`src/rtl/dmem_arbiter.sv`:
```
// dmem_arbiter: two-port arbiter and sequencer for a single-port 256 x 16 data
// memory. Port A is the core load/store stage and port B is the loader/debug
// port. At most one access is granted per cycle and it is driven straight onto
// the memory pins. Read data comes back one cycle later, tagged to the port
// that issued the read.
//
// state    | meaning
// ---------+-------------------------------------------------------------
// ST_IDLE  | no owner; contention resolved by fixed priority or round-robin
// ST_OWN_A | port A holds a lock; A wins whenever it requests
// ST_OWN_B | port B holds a lock; B wins whenever it requests
module dmem_arbiter #(
   parameter int FIXED_PRIO = 0,
   parameter int MAX_LOCK   = 16
) (
   input  logic        clk_i,
   input  logic        rst_n_i,

   input  logic        a_req_i,
   input  logic        a_we_i,
   input  logic [7:0]  a_addr_i,
   input  logic [15:0] a_wdata_i,
   input  logic        a_lock_i,
   output logic        a_gnt_o,
   output logic        a_rvalid_o,
   output logic [15:0] a_rdata_o,

   input  logic        b_req_i,
   input  logic        b_we_i,
   input  logic [7:0]  b_addr_i,
   input  logic [15:0] b_wdata_i,
   input  logic        b_lock_i,
   output logic        b_gnt_o,
   output logic        b_rvalid_o,
   output logic [15:0] b_rdata_o,

   output logic [7:0]  mem_address_o,
   output logic [15:0] mem_data_in_o,
   output logic        mem_write_en_o,
   input  logic [15:0] mem_data_out_i
);

   typedef enum logic [1:0] {
      ST_IDLE  = 2'd0,
      ST_OWN_A = 2'd1,
      ST_OWN_B = 2'd2
   } state_t;

   localparam logic [7:0] LOCK_MAX = 8'(MAX_LOCK);

   state_t      state_q, state_d;
   logic        last_b_q, last_b_d;      // 1 = port B won the most recent grant
   logic [7:0]  lock_cnt_q, lock_cnt_d;
   logic [7:0]  addr_q;                  // last granted address, held on idle cycles
   logic        a_rvalid_q, b_rvalid_q;

   logic        gnt_a, gnt_b;
   logic        force_a, force_b;        // lock budget exhausted, waiting port forced in
   logic        lock_full;

   assign lock_full = (lock_cnt_q == LOCK_MAX);

   // Grant decision: purely combinational from requests and current state.
   always_comb begin
      gnt_a   = 1'b0;
      gnt_b   = 1'b0;
      force_a = 1'b0;
      force_b = 1'b0;
      if (rst_n_i) begin
         case (state_q)
            ST_OWN_A: begin
               if (a_req_i && b_req_i && lock_full) begin
                  gnt_b   = 1'b1;
                  force_b = 1'b1;
               end else if (a_req_i) begin
                  gnt_a = 1'b1;
               end else if (b_req_i) begin
                  gnt_b = 1'b1;
               end
            end
            ST_OWN_B: begin
               if (a_req_i && b_req_i && lock_full) begin
                  gnt_a   = 1'b1;
                  force_a = 1'b1;
               end else if (b_req_i) begin
                  gnt_b = 1'b1;
               end else if (a_req_i) begin
                  gnt_a = 1'b1;
               end
            end
            default: begin
               if (a_req_i && b_req_i) begin
                  if ((FIXED_PRIO != 0) || last_b_q) begin
                     gnt_a = 1'b1;
                  end else begin
                     gnt_b = 1'b1;
                  end
               end else begin
                  gnt_a = a_req_i;
                  gnt_b = b_req_i;
               end
            end
         endcase
      end
   end

   // Next-state, lock budget and round-robin pointer.
   always_comb begin
      state_d    = state_q;
      lock_cnt_d = lock_cnt_q;
      last_b_d   = last_b_q;
      if (gnt_a) begin
         last_b_d = 1'b0;
      end else if (gnt_b) begin
         last_b_d = 1'b1;
      end
      case (state_q)
         ST_OWN_A: begin
            if (force_b) begin
               state_d    = b_lock_i ? ST_OWN_B : ST_IDLE;
               lock_cnt_d = b_lock_i ? 8'd1 : 8'd0;
            end else begin
               if (gnt_a && !lock_full) begin
                  lock_cnt_d = lock_cnt_q + 8'd1;
               end
               if (!a_lock_i) begin
                  state_d    = ST_IDLE;
                  lock_cnt_d = 8'd0;
               end
            end
         end
         ST_OWN_B: begin
            if (force_a) begin
               state_d    = a_lock_i ? ST_OWN_A : ST_IDLE;
               lock_cnt_d = a_lock_i ? 8'd1 : 8'd0;
            end else begin
               if (gnt_b && !lock_full) begin
                  lock_cnt_d = lock_cnt_q + 8'd1;
               end
               if (!b_lock_i) begin
                  state_d    = ST_IDLE;
                  lock_cnt_d = 8'd0;
               end
            end
         end
         default: begin
            if (gnt_a && a_lock_i) begin
               state_d    = ST_OWN_A;
               lock_cnt_d = 8'd1;
            end else if (gnt_b && b_lock_i) begin
               state_d    = ST_OWN_B;
               lock_cnt_d = 8'd1;
            end else begin
               lock_cnt_d = 8'd0;
            end
         end
      endcase
   end

   // State register, held address and read-valid pipeline.
   always_ff @(posedge clk_i) begin
      if (!rst_n_i) begin
         state_q    <= ST_IDLE;
         last_b_q   <= 1'b1;
         lock_cnt_q <= 8'd0;
         addr_q     <= 8'd0;
         a_rvalid_q <= 1'b0;
         b_rvalid_q <= 1'b0;
      end else begin
         state_q    <= state_d;
         last_b_q   <= last_b_d;
         lock_cnt_q <= lock_cnt_d;
         if (gnt_a || gnt_b) begin
            addr_q <= mem_address_o;
         end
         a_rvalid_q <= gnt_a & ~a_we_i;
         b_rvalid_q <= gnt_b & ~b_we_i;
      end
   end

   assign a_gnt_o = gnt_a;
   assign b_gnt_o = gnt_b;

   assign mem_address_o  = gnt_a ? a_addr_i  : (gnt_b ? b_addr_i  : addr_q);
   assign mem_data_in_o  = gnt_a ? a_wdata_i : (gnt_b ? b_wdata_i : 16'h0000);
   assign mem_write_en_o = (gnt_a & a_we_i) | (gnt_b & b_we_i);

   // A read granted just before reset must not report data while reset is held.
   assign a_rvalid_o = a_rvalid_q & rst_n_i;
   assign b_rvalid_o = b_rvalid_q & rst_n_i;

   // Both ports see the memory output; rvalid is the only qualifier.
   assign a_rdata_o = mem_data_out_i;
   assign b_rdata_o = mem_data_out_i;

endmodule

```
`config.mk`:
```
export PLATFORM = sky130hd
export DESIGN_NAME = dmem_arbiter
export DESIGN_NICKNAME = d
export VERILOG_FILES = /design/src/rtl/dmem_arbiter.sv
export SDC_FILE = /design/constraint.sdc
export NUM_CORES = 1
export LEC_CHECK = 0
export CAP_MARGIN = 20
export CORE_MARGIN = 2
export CORE_UTILIZATION = 25
export CTS_CLUSTER_DIAMETER = 60
export DETAILED_ROUTE_END_ITERATION = 10
export GPL_TIMING_DRIVEN = 0
export HOLD_SLACK_MARGIN = 0.08
export PLACE_DENSITY = 0.64
export SYNTH_ARGS = -nofsm -noshare
export SYNTH_HDL_FRONTEND = slang
export SYNTH_SLANG_ARGS = --single-unit
```
`constraint.sdc`:
```
create_clock -name clk_i -period 2.62 [get_ports clk_i]
set_input_delay 0.393 -clock clk_i [delete_from_list [all_inputs] [get_ports clk_i]]
set_output_delay 0.393 -clock clk_i [all_outputs]
set_load 0.005 [all_outputs]
```
==> impl_metrics.csv <==
group,metric,value,unit
status,outcome,"finished with violations",
status,violations,"negative setup slack",
critical_path,cp_max_fo,5,
place,preCtsSetupSlack,-1.136,ns
grt,track_usage,0.1634,
critical_path,r2r_setup_slack,0.09,ns
power_and_ir_drop,p_leak,0.001700,µW
finish,final_cells,510,
grt,grt_max_degree,12,
synthesis,ys_warn_count,0,
detailed_routing,routed_wl,7.289,mm
timing,skew,0.002017,ns
power_and_ir_drop,power_density,465.9,mW/mm²
timing,fmax,351.3,MHz
detailed_routing,firstDrtPassIters,4,
floorplan,die_h,90.15,µm
finish,utilization,0.5361,
critical_path,path_class,"flop to primary output",
cts,cts_num_sinks,21,
cts,htree_levels,1,
worst_hold_path,worstHoldStart,"lock_cnt_q[1]$_SDFFE_PN0P_",
power_and_ir_drop,peakVddDrop,227.1,µV
floorplan,initial_utilization,0.2572,
critical_path,cpMostUsedCell,"buf_6",
finish,design_area,0.003867,mm²
timing,rsz0062_at_grt,"true",
timing,hold_viol,0,
timing,min_period,2.846,ns
finish,finalNetCount,488,
critical_path,cpPeakStageDelay,0.50,ns
critical_path,critPathLaunch,"lock_cnt_q[1]$_SDFFE_PN0P_",
timing,slew_viol_final,0,
finish,insertedDiodeCount,0,
cts,clockBufferDepth,2,
detailed_routing,ant_nets,0,
cts,worstSkewPairLatency,0.26,ns
detailed_routing,wire_per_inst,14.29,µm
critical_path,critical_path.cell_chain,"inv_2 > ha_4 > or4b_4 > o221a_4 > a21oi_4 > o21ai_4 > buf_6 > buf_6 > mux2_4 > buf_6",
critical_path,crit_required,2.23,ns
critical_path,path_buf_inv,4,
synthesis,netlist_area,0.001856,mm²
place,dp_hpwl,4.892,mm
timing,slew_headroom,0.6574,
grt,grt_overflow,0,
detailed_routing,vias,2382,
timing,finalCritPeriodShare,1.086,
critical_path,critical_path_depth,10,
synthesis,synth_cell_types,44,
grt,antenna_found_initial,0,
critical_path,r2r-start,"lock_cnt_q[1]$_SDFFE_PN0P_",
timing,worst_slack,-0.2263,ns
timing,setup_viol,26,
power_and_ir_drop,p_total,1802,µW
finish,area_growth,108.4,%
detailed_routing,wl_met2,3.821,mm
synthesis,ys_ff_latch,21,
grt,grt_pass1_vias,2296,
place,port_buffers,115,
finish,post_route_cells_drive_above_1_share,0.4526,
worst_hold_path,hp-class,"flop to flop",
detailed_routing,drtIter0Drc,129,
timing,worstMarginPinSlew,0.5138,ns
synthesis,yosysSeqAreaShare,0.2266,
critical_path,critPathCapture,"mem_address_o[2]",
critical_path,arrival,2.45,ns
synthesis,synth_cells,253,
run,maxCapViolations,0,
grt,grt_pass1_wl,11.06,mm
floorplan,rows,31,
critical_path,cp-end-kind,"primary output",
critical_path,critPathTopFamily,"simple AND/OR/NAND/NOR gates",
cts,root_buffer,"clkbuf_8",
critical_path,r2r_cells,9,
floorplan,core_area,0.007214,mm²
floorplan,die_area,0.008127,mm²
critical_path,crit_path_start_kind,"flop",
critical_path,cpMaxStageDelayCell,"or4b_4",
detailed_routing,vias_per_cell,4.671,
detailed_routing,wl_met3,444,µm
critical_path,r2r_end,"lock_cnt_q[7]$_SDFFE_PN0P_",
synthesis,synth_nets,329,
cts,clkTransAtPathRegs,0.08,ns
detailed_routing,drcViolationCount,0,
place,postPlaceCellArea,0.003131,mm²
cts,cts_buffers,3,
floorplan,dieWidth,90.15,µm
synthesis,avgSynthCellArea,7.334,µm²
place,placed_cells,467,
floorplan,ioPinCount,133,
cts,cts_tree,"built",
place,finalWeightedCongestion,0.9041,
detailed_routing,highest_layer,"met4",
detailed_routing,wl_met1,2.973,mm
==> final cells by class <==
type	instances	area (µm²)
sequential	21	425.4
multi-input combinational	180	1419
tap	99	123.9
clock buffer	4	45.04
inverter	8	37.54
fill	662	3347
timing repair buffer	155	1460
buffer	43	356.6
==> layer usage <==
layer,global-route usage,up-vias
li1,-,1168
met1,0.1948,1105
met2,0.3001,103
met3,0.03353,6
met4,0.03590,0
met5,0,-
==> cell usage after synthesis, drive strengths merged <==
cell type  instances  area [µm²]
o32ai              1       8.760
o221ai             1       8.760
o21ai              8       43.79
inv                8       30.03
nand2             39       146.4
or2                2       12.51
nor3b              1       7.510
nand4              2       12.51
nor2              12       45.04
a31o               1       8.760
o221a              1       11.26
o22ai              2       12.51
o311ai             2       17.52
a22o               1       8.760
or4b               1       13.76
a21boi             1       7.510
a21oi              6       30.03
nor3               3       15.01
ha                 4       50.05
clkbuf             6       22.52
a2111oi            1       8.760
a211oi             2       20.02
nand2b             3       18.77
mux2              16       180.2
or3b               1       8.760
nor4b              1       8.760
and2              13       81.33
a22oi              2       15.01
a31oi              4       25.02
nand3b             1       7.510
nor2b              7       43.79
and3               6       37.54
o31ai              2       15.01
o211ai             4       30.03
or3                2       12.51
buf               38       269.0
nand3             26       130.1
dfxtp             21       420.4
mux2i              1       10.01
==> worst min-delay path: cells and delay by family, from the launching register on <==
| kind | cells | cell delay [ns] |
|---|---|---|
| and+or+nand+nor | 1 | 0.06 |
| DFF | 1 | 0.34 |
| AOI/OAI and AO/OA | 1 | 0.06 |
==> stage by stage <==
step	TNS [ns]	hold WS, ns
finish	-3.644	0.4990
global route	-6.014	0.5222
CTS	-5.026	0.5020
detailed placement	-30.58	0.5015
global placement	-29.35	0.4923
floorplan	0	0.4644
==> registers in the layout, indices dropped and copies added, names as in the netlist <==
name / flops
addr_q: 8
lock_cnt_q: 8
state_q: 2
a_rvalid_q: 1
b_rvalid_q: 1
last_b_q: 1
==> logic make-up (layout without fill, tap and decap cells) <==
kind of cell | Yosys count | after routing | share of synthesized area
AND/OR/NAND/NOR | 120 | 120 | 0.3243
buffers and inverters | 52 | 210 | 0.1733
AO/OA/AOI/OAI | 39 | 39 | 0.1463
flip-flops | 21 | 21 | 0.2266
multiplexers | 17 | 17 | 0.1025
adder cells (fa/ha/maj) | 4 | 4 | 0.02697
==> power breakdown <==
group | leakage, µW | internal (µW) | switching [µW] | total, µW
clock network | 0.0000228 | 108 | 107 | 215
logic | 0.00150 | 711 | 489 | 1200
registers | 0.000173 | 361 | 25.4 | 386
total | 0.00170 | 1180 | 621 | 1800
==> cell usage in the layout, fill, tap and decap left out, types with 7 or more instances in the layout <==
cell / count
clkdlybuf4s50_1: 86
buf_4: 55
buf_6: 29
nand2_1: 23
dfxtp_1: 17
buf_2: 15
nand3_1: 14
and2_1: 13
nand2_2: 13
nand3_2: 12
nor2_1: 10
mux2_4: 9
mux2_2: 7
==> worst min-delay path by stage <==
stage / to / cells after the start
global placement: lock_cnt_q[1]$_SDFFE_PN0P_ / 2
CTS: lock_cnt_q[1]$_SDFFE_PN0P_ / 2
global route: lock_cnt_q[1]$_SDFFE_PN0P_ / 2
detailed placement: lock_cnt_q[1]$_SDFFE_PN0P_ / 2
finish: lock_cnt_q[1]$_SDFFE_PN0P_ / 2
floorplan: lock_cnt_q[7]$_SDFFE_PN0P_ / 1
==> what timing repair did <==
item                       4_1_cts  5_1_grt
hold buffers                     0        0
resized for setup              190       50
pin swaps                       28       18
setup buffers                   36        9
setup endpoints to repair       43       34
Power figures use the tool's default switching activity.
